==> src/rtl/uart_buf_ctrl_pkg.sv <==
// Shared types and default sizing for the UART buffer controller.
package uart_buf_ctrl_pkg;

    localparam int unsigned DEF_DEPTH  = 4;
    localparam int unsigned DEF_DATA_W = 8;
    localparam int unsigned DEF_PAGE_W = 2;

    typedef enum logic [1:0] {
        S_IDLE  = 2'd0,
        S_START = 2'd1,
        S_WAIT  = 2'd2
    } tx_state_e;

endpackage

==> src/rtl/uart_buf_ctrl_buf_fifo.sv <==
// Shift-register FIFO with count and parallel read; entry 0 is the oldest.
// In OVERWRITE mode a push into a full buffer discards the oldest entry.
module buf_fifo
    import uart_buf_ctrl_pkg::*;
#(
    parameter int unsigned DEPTH     = DEF_DEPTH,
    parameter int unsigned DATA_W    = DEF_DATA_W,
    parameter bit          OVERWRITE = 1'b0,
    localparam int unsigned CW       = $clog2(DEPTH) + 1
) (
    input  logic                    clk,
    input  logic                    rst,
    input  logic                    push_i,
    input  logic                    pop_i,
    input  logic [DATA_W-1:0]       din_i,
    output logic [CW-1:0]           cnt_o,
    output logic [DEPTH*DATA_W-1:0] ent_o
);

    logic [DATA_W-1:0] mem_q [DEPTH];
    logic [DATA_W-1:0] mem_d [DEPTH];
    logic [CW-1:0]     cnt_q, cnt_d, wr_idx;
    logic              full, do_shift, do_write;

    // Vacated slots are refilled with zero so unoccupied entries always read 0.
    always_comb begin
        full     = (cnt_q == CW'(DEPTH));
        do_shift = (pop_i && (cnt_q != '0)) || (OVERWRITE && push_i && full && !pop_i);
        do_write = push_i && (!full || do_shift);
        wr_idx   = cnt_q - CW'(do_shift);
        mem_d    = mem_q;
        if (do_shift) begin
            for (int unsigned i = 0; i < DEPTH - 1; i++) begin
                mem_d[i] = mem_q[i+1];
            end
            mem_d[DEPTH-1] = '0;
        end
        for (int unsigned i = 0; i < DEPTH; i++) begin
            if (do_write && (wr_idx == CW'(i))) begin
                mem_d[i] = din_i;
            end
        end
        cnt_d = wr_idx + CW'(do_write);
    end

    always_ff @(posedge clk) begin
        if (rst) begin
            mem_q <= '{default: '0};
            cnt_q <= '0;
        end else begin
            mem_q <= mem_d;
            cnt_q <= cnt_d;
        end
    end

    always_comb begin
        ent_o = '0;
        for (int unsigned i = 0; i < DEPTH; i++) begin
            ent_o[i*DATA_W +: DATA_W] = mem_q[i];
        end
    end

    assign cnt_o = cnt_q;

endmodule

==> src/rtl/uart_buf_ctrl.sv <==
// TX/RX byte buffers around an external UART, with a paged display view
// and a send FSM supporting single-shot and burst (auto) transmission.
module uart_buf_ctrl
    import uart_buf_ctrl_pkg::*;
#(
    parameter int unsigned DEPTH   = DEF_DEPTH,
    parameter int unsigned DATA_W  = DEF_DATA_W,
    parameter int unsigned PAGE_W  = DEF_PAGE_W,
    localparam int unsigned CW     = $clog2(DEPTH) + 1,
    localparam int unsigned NPAGES = DEPTH / PAGE_W,
    localparam int unsigned PGW    = (NPAGES > 1) ? $clog2(NPAGES) : 1
) (
    input  logic                     clk,
    input  logic                     rst,
    input  logic                     load_i,
    input  logic [DATA_W-1:0]        din_i,
    input  logic                     send_i,
    input  logic                     auto_i,
    input  logic                     page_next_i,
    input  logic                     page_prev_i,
    input  logic                     sel_rx_i,
    output logic                     tx_start_o,
    output logic [DATA_W-1:0]        tx_data_o,
    input  logic                     tx_done_i,
    input  logic [DATA_W-1:0]        rx_data_i,
    input  logic                     rx_done_i,
    output logic [PAGE_W*DATA_W-1:0] disp_o,
    output logic [PGW-1:0]           page_o,
    output logic                     disp_rx_o,
    output logic [CW-1:0]            tx_cnt_o,
    output logic [CW-1:0]            rx_cnt_o,
    output logic                     tx_busy_o,
    output logic                     tx_ovf_o
);

    tx_state_e                 state_q;
    logic                      tx_start_q, auto_q, ovf_q, disp_rx_q;
    logic [DATA_W-1:0]         tx_data_q;
    logic [PGW-1:0]            page_q, page_d;
    logic [PAGE_W*DATA_W-1:0]  disp_q, disp_d;
    logic [DEPTH*DATA_W-1:0]   tx_ent, rx_ent, sel_ent;
    logic [CW-1:0]             tx_cnt, rx_cnt;
    logic                      tx_has, tx_pop;

    // The pop happens on the edge entering START, so tx_data/tx_cnt are
    // already updated in the cycle tx_start_o is high.
    assign tx_has = (tx_cnt != '0);
    assign tx_pop = ((state_q == S_IDLE) && send_i && tx_has)
                 || ((state_q == S_WAIT) && tx_done_i && auto_q && tx_has);

    buf_fifo #(.DEPTH(DEPTH), .DATA_W(DATA_W), .OVERWRITE(1'b0)) u_tx_buf (
        .clk    (clk),
        .rst    (rst),
        .push_i (load_i),
        .pop_i  (tx_pop),
        .din_i  (din_i),
        .cnt_o  (tx_cnt),
        .ent_o  (tx_ent)
    );

    buf_fifo #(.DEPTH(DEPTH), .DATA_W(DATA_W), .OVERWRITE(1'b1)) u_rx_buf (
        .clk    (clk),
        .rst    (rst),
        .push_i (rx_done_i),
        .pop_i  (1'b0),
        .din_i  (rx_data_i),
        .cnt_o  (rx_cnt),
        .ent_o  (rx_ent)
    );

    always_ff @(posedge clk) begin
        if (rst) begin
            state_q    <= S_IDLE;
            tx_start_q <= 1'b0;
            tx_data_q  <= '0;
            auto_q     <= 1'b0;
            ovf_q      <= 1'b0;
        end else begin
            tx_start_q <= tx_pop;
            if (tx_pop) begin
                tx_data_q <= tx_ent[DATA_W-1:0];
            end
            if (load_i && (tx_cnt == CW'(DEPTH)) && !tx_pop) begin
                ovf_q <= 1'b1;
            end
            case (state_q)
                S_IDLE: begin
                    if (tx_pop) begin
                        state_q <= S_START;
                        auto_q  <= auto_i;
                    end
                end
                S_START: state_q <= S_WAIT;
                S_WAIT: begin
                    if (tx_done_i) begin
                        state_q <= tx_pop ? S_START : S_IDLE;
                    end
                end
                default: state_q <= S_IDLE;
            endcase
        end
    end

    always_comb begin
        page_d = page_q;
        if (sel_rx_i) begin
            page_d = '0;
        end else if (page_next_i && !page_prev_i) begin
            page_d = (page_q == PGW'(NPAGES - 1)) ? '0 : page_q + PGW'(1);
        end else if (page_prev_i && !page_next_i) begin
            page_d = (page_q == '0) ? PGW'(NPAGES - 1) : page_q - PGW'(1);
        end
        sel_ent = disp_rx_q ? rx_ent : tx_ent;
        disp_d  = '0;
        for (int unsigned p = 0; p < NPAGES; p++) begin
            if (page_q == PGW'(p)) begin
                disp_d = sel_ent[p*PAGE_W*DATA_W +: PAGE_W*DATA_W];
            end
        end
    end

    always_ff @(posedge clk) begin
        if (rst) begin
            page_q    <= '0;
            disp_rx_q <= 1'b0;
            disp_q    <= '0;
        end else begin
            page_q <= page_d;
            if (sel_rx_i) begin
                disp_rx_q <= ~disp_rx_q;
            end
            disp_q <= disp_d;
        end
    end

    assign tx_start_o = tx_start_q;
    assign tx_data_o  = tx_data_q;
    assign tx_busy_o  = (state_q != S_IDLE);
    assign tx_ovf_o   = ovf_q;
    assign tx_cnt_o   = tx_cnt;
    assign rx_cnt_o   = rx_cnt;
    assign page_o     = page_q;
    assign disp_rx_o  = disp_rx_q;
    assign disp_o     = disp_q;

endmodule

==> config.mk <==
export PLATFORM = sky130hd
export DESIGN_NAME = uart_buf_ctrl
export DESIGN_NICKNAME = d
export VERILOG_FILES = /design/src/rtl/uart_buf_ctrl_pkg.sv /design/src/rtl/uart_buf_ctrl_buf_fifo.sv /design/src/rtl/uart_buf_ctrl.sv
export SDC_FILE = /design/constraint.sdc
export NUM_CORES = 1
export LEC_CHECK = 0
export ABC_AREA = 1
export CAP_MARGIN = 20
export CORE_MARGIN = 4
export CORE_UTILIZATION = 42
export CTS_CLUSTER_SIZE = 25
export DETAILED_ROUTE_END_ITERATION = 6
export GPL_ROUTABILITY_DRIVEN = 0
export SYNTH_ARGS = -nofsm -noshare
export SYNTH_HDL_FRONTEND = slang
export SYNTH_SLANG_ARGS = --single-unit
==> constraint.sdc <==
create_clock -name clk -period 4.1 [get_ports clk]
set_input_delay 0.82 -clock clk [delete_from_list [all_inputs] [get_ports clk]]
set_output_delay 0.82 -clock clk [all_outputs]
set_load 0.05 [all_outputs]
**Yosys cells after proc, flatten, opt, wreduce, memory -nomap -nowiden**

Index checks and enable logic that the tools add are counted.

- Flip-flop bits (word level): 101
- Input bits: 26
- Word-level logic and storage cells: 103

- Equal/unequal tests: 12
- Reduce and logical (&&, ||, !) cells: 46
- $add $sub $neg: 6
- Multiplexer cells: 20
- Bitwise operators: 1

Operators by type and width:

| cell | number |
|---|---|
| $mux W32 | 3 |
| $mux W8 | 8 |
| $logic_and A1 B1 Y1 | 21 |
| $reduce_bool A2 Y1 | 10 |
| $mux W16 | 1 |
| $eq A3 B2 Y1 const B | 4 |
| $add A3 B1 Y3 | 2 |
| $eq A3 B1 Y1 const B | 2 |
| $eq A3 B3 Y1 const B | 2 |
| $logic_not A3 Y1 | 2 |
| $pmux W2 S3 | 1 |
| $sub A3 B1 Y3 | 2 |
| $logic_not A1 Y1 | 5 |
| $mux W1 | 5 |
| $mux W2 | 2 |
| $ne A2 B2 Y1 const B | 2 |
| $reduce_and A2 Y1 | 2 |
| $logic_or A1 B1 Y1 | 3 |
| $reduce_bool A3 Y1 | 1 |
| $eq A2 B1 Y1 const B | 1 |
| $eq A2 B2 Y1 const B | 1 |
| $logic_not A2 Y1 | 1 |
| $reduce_or A2 Y1 | 1 |
| $add A1 B1 Y1 const B | 1 |
| other kinds (2) | 2 |

**Logic depth before layout (Yosys ltp)**

- Word-level depth: 10
- Mapped depth: 17

**By module**

From an unflattened synthesis, not the netlist that was laid out.

- Cell total of the unflattened synthesis: 819
- Area total of the unflattened synthesis: 5441.5 µm²

By module, submodules not included:

| module | instances | cells an instance | area each (µm²) |
|---|---|---|---|
| buf_fifo at u_rx_buf | 1 | 315 | 1958.1 |
| buf_fifo at u_tx_buf | 1 | 274 | 1853.0 |
| uart_buf_ctrl | 1 | 230 | 1630.3 |

**Worst setup path before layout**

OpenSTA, ideal clock, no wires.

- Path type: in2reg
- Start: input tx_done_i
- End: register u_tx_buf.mem_q, in the netlist u_tx_buf.ent_o[22]
- Cell stages on the path: 16
- Setup time: 0.070 ns
- Slack: 1.288 ns
- Arrival time: 2.741 ns
- Path through: nand2_1 inv_1 nand2_1 nand2_2 nand2_2 clkinv_1 ha_1 ha_1 inv_1 nand2_1 nor2_8 nand3_4 buf_6 nand2_1 nand2_1 a21oi_1

- Word-level cells in the longest chain between the ends: 9
- Elaborated cells on any way between the ends: 12

Ends and longest elaborated chain:

| element | RTL line | source |
|---|---|---|
| start: declaration | uart_buf_ctrl.sv:24 | `input logic tx_done_i,` |
| $logic_and A1 B1 Y1 * (3 in series) | uart_buf_ctrl.sv:49 | `\|\| ((state_q == S_WAIT) && tx_done_i && auto_q && tx_has);` |
| $logic_or A1 B1 Y1 * | uart_buf_ctrl.sv:49 |  |
| $logic_and A1 B1 Y1 * | uart_buf_ctrl_buf_fifo.sv:28 | `do_shift = (pop_i && (cnt_q != '0)) \|\| (OVERWRITE && push_i && full && !pop_i);` |
| $sub A3 B1 Y3 / $logic_or A1 B1 Y1 (equally long branches) | uart_buf_ctrl_buf_fifo.sv:30, uart_buf_ctrl_buf_fifo.sv:29 |  |
| $eq A3 B2 Y1 / $logic_and A1 B1 Y1 (equally long branches) | uart_buf_ctrl_buf_fifo.sv:39, uart_buf_ctrl_buf_fifo.sv:29 |  |
| $logic_and A1 B1 Y1 | uart_buf_ctrl_buf_fifo.sv:39 | `if (do_write && (wr_idx == CW'(i))) begin` |
| $mux W8 / $reduce_bool A2 Y1 (equally long branches) | n/a |  |
| end signal: assignment | uart_buf_ctrl_buf_fifo.sv:51 | `mem_q <= mem_d;` |
| end: declaration | uart_buf_ctrl_buf_fifo.sv:20 | `logic [DATA_W-1:0] mem_q [DEPTH];` |

Every way passes the cells marked *; elsewhere a longest branch is shown, timed or not.
A chain may end at the register's enable or synchronous reset.

**Worst setup path after layout**

- Start: input tx_done_i
- End: register u_tx_buf.mem_q, in the netlist u_tx_buf.ent_o[29]

Same word-level chain as after synthesis.

==> impl_results.md <==
- Fin. Hold Viols: 0
- Antenna Violating Nets Remaining: 0
- CP Max Fanout: 9
- GRT Overall Usage: 20.1%
- Maxcap violations: 0
- Final worst clock skew: 0.00900 ns
- First-pass GRT wire length: 21,900 µm
- Filler cell count: 1,154
- CTS clk-pin slew, worst paths: 0.07 ns
- Overall Power: 0.00380 W
- Synthesis Warnings: 0
- CTS Buffer Depth: 2
- Die height: 117 µm
- Hold Crit Class: reg2reg
- Most frequent cells in the layout: nand2_1 (120), dfxtp_1 (100), inv_1 (76), a21oi_1 (76), nand3_1 (68)
- CP most frequent cell: nand2_1
- Vias/cell: 5.35
- Clock Tree Root: clkbuf_16
- Post-synthesis register bit count: 101
- Area occupied by multi-input gates: 0.00245 mm²
- Fin crit share: 78.0%
- HPWL Detailed: 9310 µm
- Syn-to-layout area delta: 18.6%
- Routed len/inst: 15.2 µm
- Reg2reg start: u_tx_buf.cnt_o[0]$_SDFF_PP0_
- Power density over the cells: 639 mW/mm²
- Synthesized instance count: 699
- RSZ-0062 raised after global routing: false
- TritonCTS clock tree: built
- Die area: 0.0137 mm²
- FF/Latch Area: 0.00202 mm²
- CTS HTree Levels: 3
- DRT Pass-1 Iters: 5
- CP required: 4.30 ns
- Netlist cell types: 32
- Post-route DRC violation count: 0
- Initial core utilization: 43.3%
- # nets final: 767
- Site Rows: 39
- Synth Cell Area: 0.00501 mm²
- Reg-to-reg critical path endpoint: u_tx_buf.ent_o[29]$_SDFFE_PP0P_
- Sequential share of the synthesized area: 40.3%
- Critical Path Slowest Stage Cell: clkdlybuf4s50_1
- FMAX: 313 MHz
- Peak supply drop: 0.323 mV
- Cell taking the most area after synthesis: dfxtp_1
- Sink of the worst hold path: auto_q$_SDFFE_PP0P_
- Finish-stage setup viols: 0
- Worst-Margin Slew: 0.731 ns
- Worst EP arrival: 3.39 ns
- Crit path capture type: flop
- GRT overflow: 0
- Flop2flop setup slack: 1.31 ns
- DP Area: 0.00563 mm²
- Wirelength, routed: 13,400 µm
- CTS Buf Count: 9
- Buffers & Inverters on Critical Path: 4
- Clock Sinks: 101
- Setup CP Type: in2reg
- Hold path start: auto_q$_SDFFE_PP0P_
- R2R cell count: 13
- Syn Area/Cell: 7.17 µm²
- Setup TNS Final: 0 ns
- Slew Limit Fails: 0
- Leakage dissipation: 2.33 nW
- Status: finished, final reports clean
- Max stage delay on crit path: 0.42 ns
- Post-CTS Resized: 0
- Most area-consuming cells after synthesis: dfxtp_1 (40%), nand2_1 (9.0%), a21oi_1 (7.6%), nand3_1 (6.8%), inv_1 (5.7%)
- Min cycle time layout: 3.20 ns
- Largest net degree at the start of global routing: 67
- Min setup slack post-route: 0.904 ns
- Core area: 0.0116 mm²
- Antenna Cells: 0
- Vias in the first global route: 4,414
- Hold path cells: 2
- Commonest non-fill, non-tap cell in the layout: nand2_1
- Ports: 61
- Share of cells above drive strength 1: 6.78%
- Synth Net Count: 733
- Cell area after layout: 0.00595 mm²
- Crit. Startpoint: tx_done_i
- PortBufs: 60
- # hold bufs at CTS: 0
- Post-CTS Setup Bufs: 0
- Cell family with most CP delay: simple AND/OR/NAND/NOR gates
- Routed vias: 4,713
- Post-place setup slack: 0.534 ns
- Worst skew pair latency: 0.35 ns
- Share of the synthesized area in the top cell type: 40.3%
- 1st-iter DRT viols: 415
- Max transition margin: 51.3%
- Antenna violations before repair: 0
- Die Wd: 117 µm
- Crit-path cells: clkdlybuf4s50_1, nand2_1, inv_1, nand2_1, nand2_2, nand2_2, clkinv_1, ha_1, ha_1, inv_1, nand2_1, nor2_2, nand3_2, nand3_1, a21oi_1
- Critical path startpoint category: input port
==> metrics by stage <==
| stage | utilization (%) | instances | hold WS, ns |
|---|---|---|---|
| after detailed placement | 48.7 | 864 | 0.466 |
| after global placement | 48.7 | 864 | 0.448 |
| after CTS | 51.2 | 880 | 0.478 |
| final | 51.4 | 881 | 0.476 |
| after floorplan | - | 699 | 0.439 |
| after global routing | 51.4 | 881 | 0.505 |
==> cell type report <==
| class | instances | area share, % |
|---|---|---|
| clock buffers | 11 | 3.91 |
| clock inverters | 5 | 1.01 |
| inverters | 83 | 5.24 |
| multi-input cells | 468 | 41.2 |
| flip-flops and latches | 101 | 34.0 |
| well taps | 143 | 3.01 |
| repair buffers | 70 | 11.6 |
==> registers in the layout, indices dropped and copies added (netlist names) <==
signal,cells
tx_ovf_o,1
auto_q,1
u_rx_buf.ent_o,32
u_tx_buf.ent_o,32
u_tx_buf.cnt_o,3
page_o,1
tx_start_o,1
tx_data_o,8
u_rx_buf.cnt_o,3
state_q,2
disp_rx_o,1
disp_o,16
==> worst register-to-register path, stage by stage, from the launching register on <==
cell and delay [ns]:
dfxtp_1 0.34, inv_1 0.08, nand3_1 0.07, buf_4 0.23, nand2_2 0.11, clkinv_1 0.27
ha_1 0.31, ha_1 0.33, inv_1 0.11, nand2_1 0.07, nor2_2 0.30, nand3_2 0.22
nand3_1 0.13, a21oi_1 0.08
==> per-layer routing <==
metal | GRT usage (%) | wire length, µm | vias to the layer above | share of wire (%)
li1 | - | - | 2400 | -
met1 | 28.0 | 6440 | 2175 | 48
met2 | 32.5 | 6230 | 124 | 47
met3 | 3.65 | 570 | 14 | 4.3
met4 | 4.36 | 148 | 0 | 1.1
met5 | 0 | 0 | - | 0
==> synthesized netlist by cell type <==
| cell | number |
|---|---|
| inv_1 | 76 |
| nand3_1 | 68 |
| buf_2 | 17 |
| nor2_2 | 2 |
| nand4_2 | 2 |
| nor3_2 | 2 |
| nand3_2 | 3 |
| clkbuf_1 | 23 |
| buf_1 | 1 |
| xor2_1 | 1 |
| o21ai_1 | 2 |
| a31oi_1 | 1 |
| a21oi_1 | 76 |
| xnor2_2 | 1 |
| o211ai_1 | 32 |
| nor3_1 | 1 |
| o21ai_0 | 41 |
| nand3_4 | 3 |
| buf_6 | 4 |
| dfxtp_1 | 101 |
| nor2_8 | 3 |
| ha_1 | 8 |
| inv_2 | 5 |
| nand2_1 | 120 |
| o22ai_1 | 8 |
| clkinv_1 | 2 |
| buf_4 | 2 |
| nand2_2 | 2 |
| nand4_1 | 24 |
| nor2_1 | 66 |
| xnor2_1 | 1 |
| nand2_4 | 1 |
==> report_power, final <==
group          switching (W)  total [W]  internal (W)
clock               0.000375   0.000851      0.000476
sequential          0.000157    0.00135       0.00120
combinational        0.00108    0.00159      0.000513
total                0.00161    0.00380       0.00219
==> cell families (layout without fill, tap and decap cells) <==
logic type                 Yosys count  in the layout  synth area share [%]
AOI/OAI and AO/OA                  160            160                  17.8
xor gates and xnor gates             3              3                 0.674
adders and majority gates            8              8                  2.00
buffers and inverters              130            169                  10.9
DFF                                101            101                  40.3
and+or+nand+nor                    297            297                  28.3
==> worst max-delay path by stage <==
stage,endpoint,slack [ns],cells after the start
finish,u_tx_buf.ent_o[29]$_SDFFE_PP0P_,0.90,15
global route,u_tx_buf.ent_o[23]$_SDFFE_PP0P_,0.65,16
CTS,u_tx_buf.ent_o[29]$_SDFFE_PP0P_,0.89,15
detailed placement,u_tx_buf.ent_o[30]$_SDFFE_PP0P_,0.53,15
global placement,u_tx_buf.ent_o[16]$_SDFFE_PP0P_,0.63,15
floorplan,u_tx_buf.ent_o[22]$_SDFFE_PP0P_,1.29,16
No activity file was read; power rests on OpenSTA's default activity.
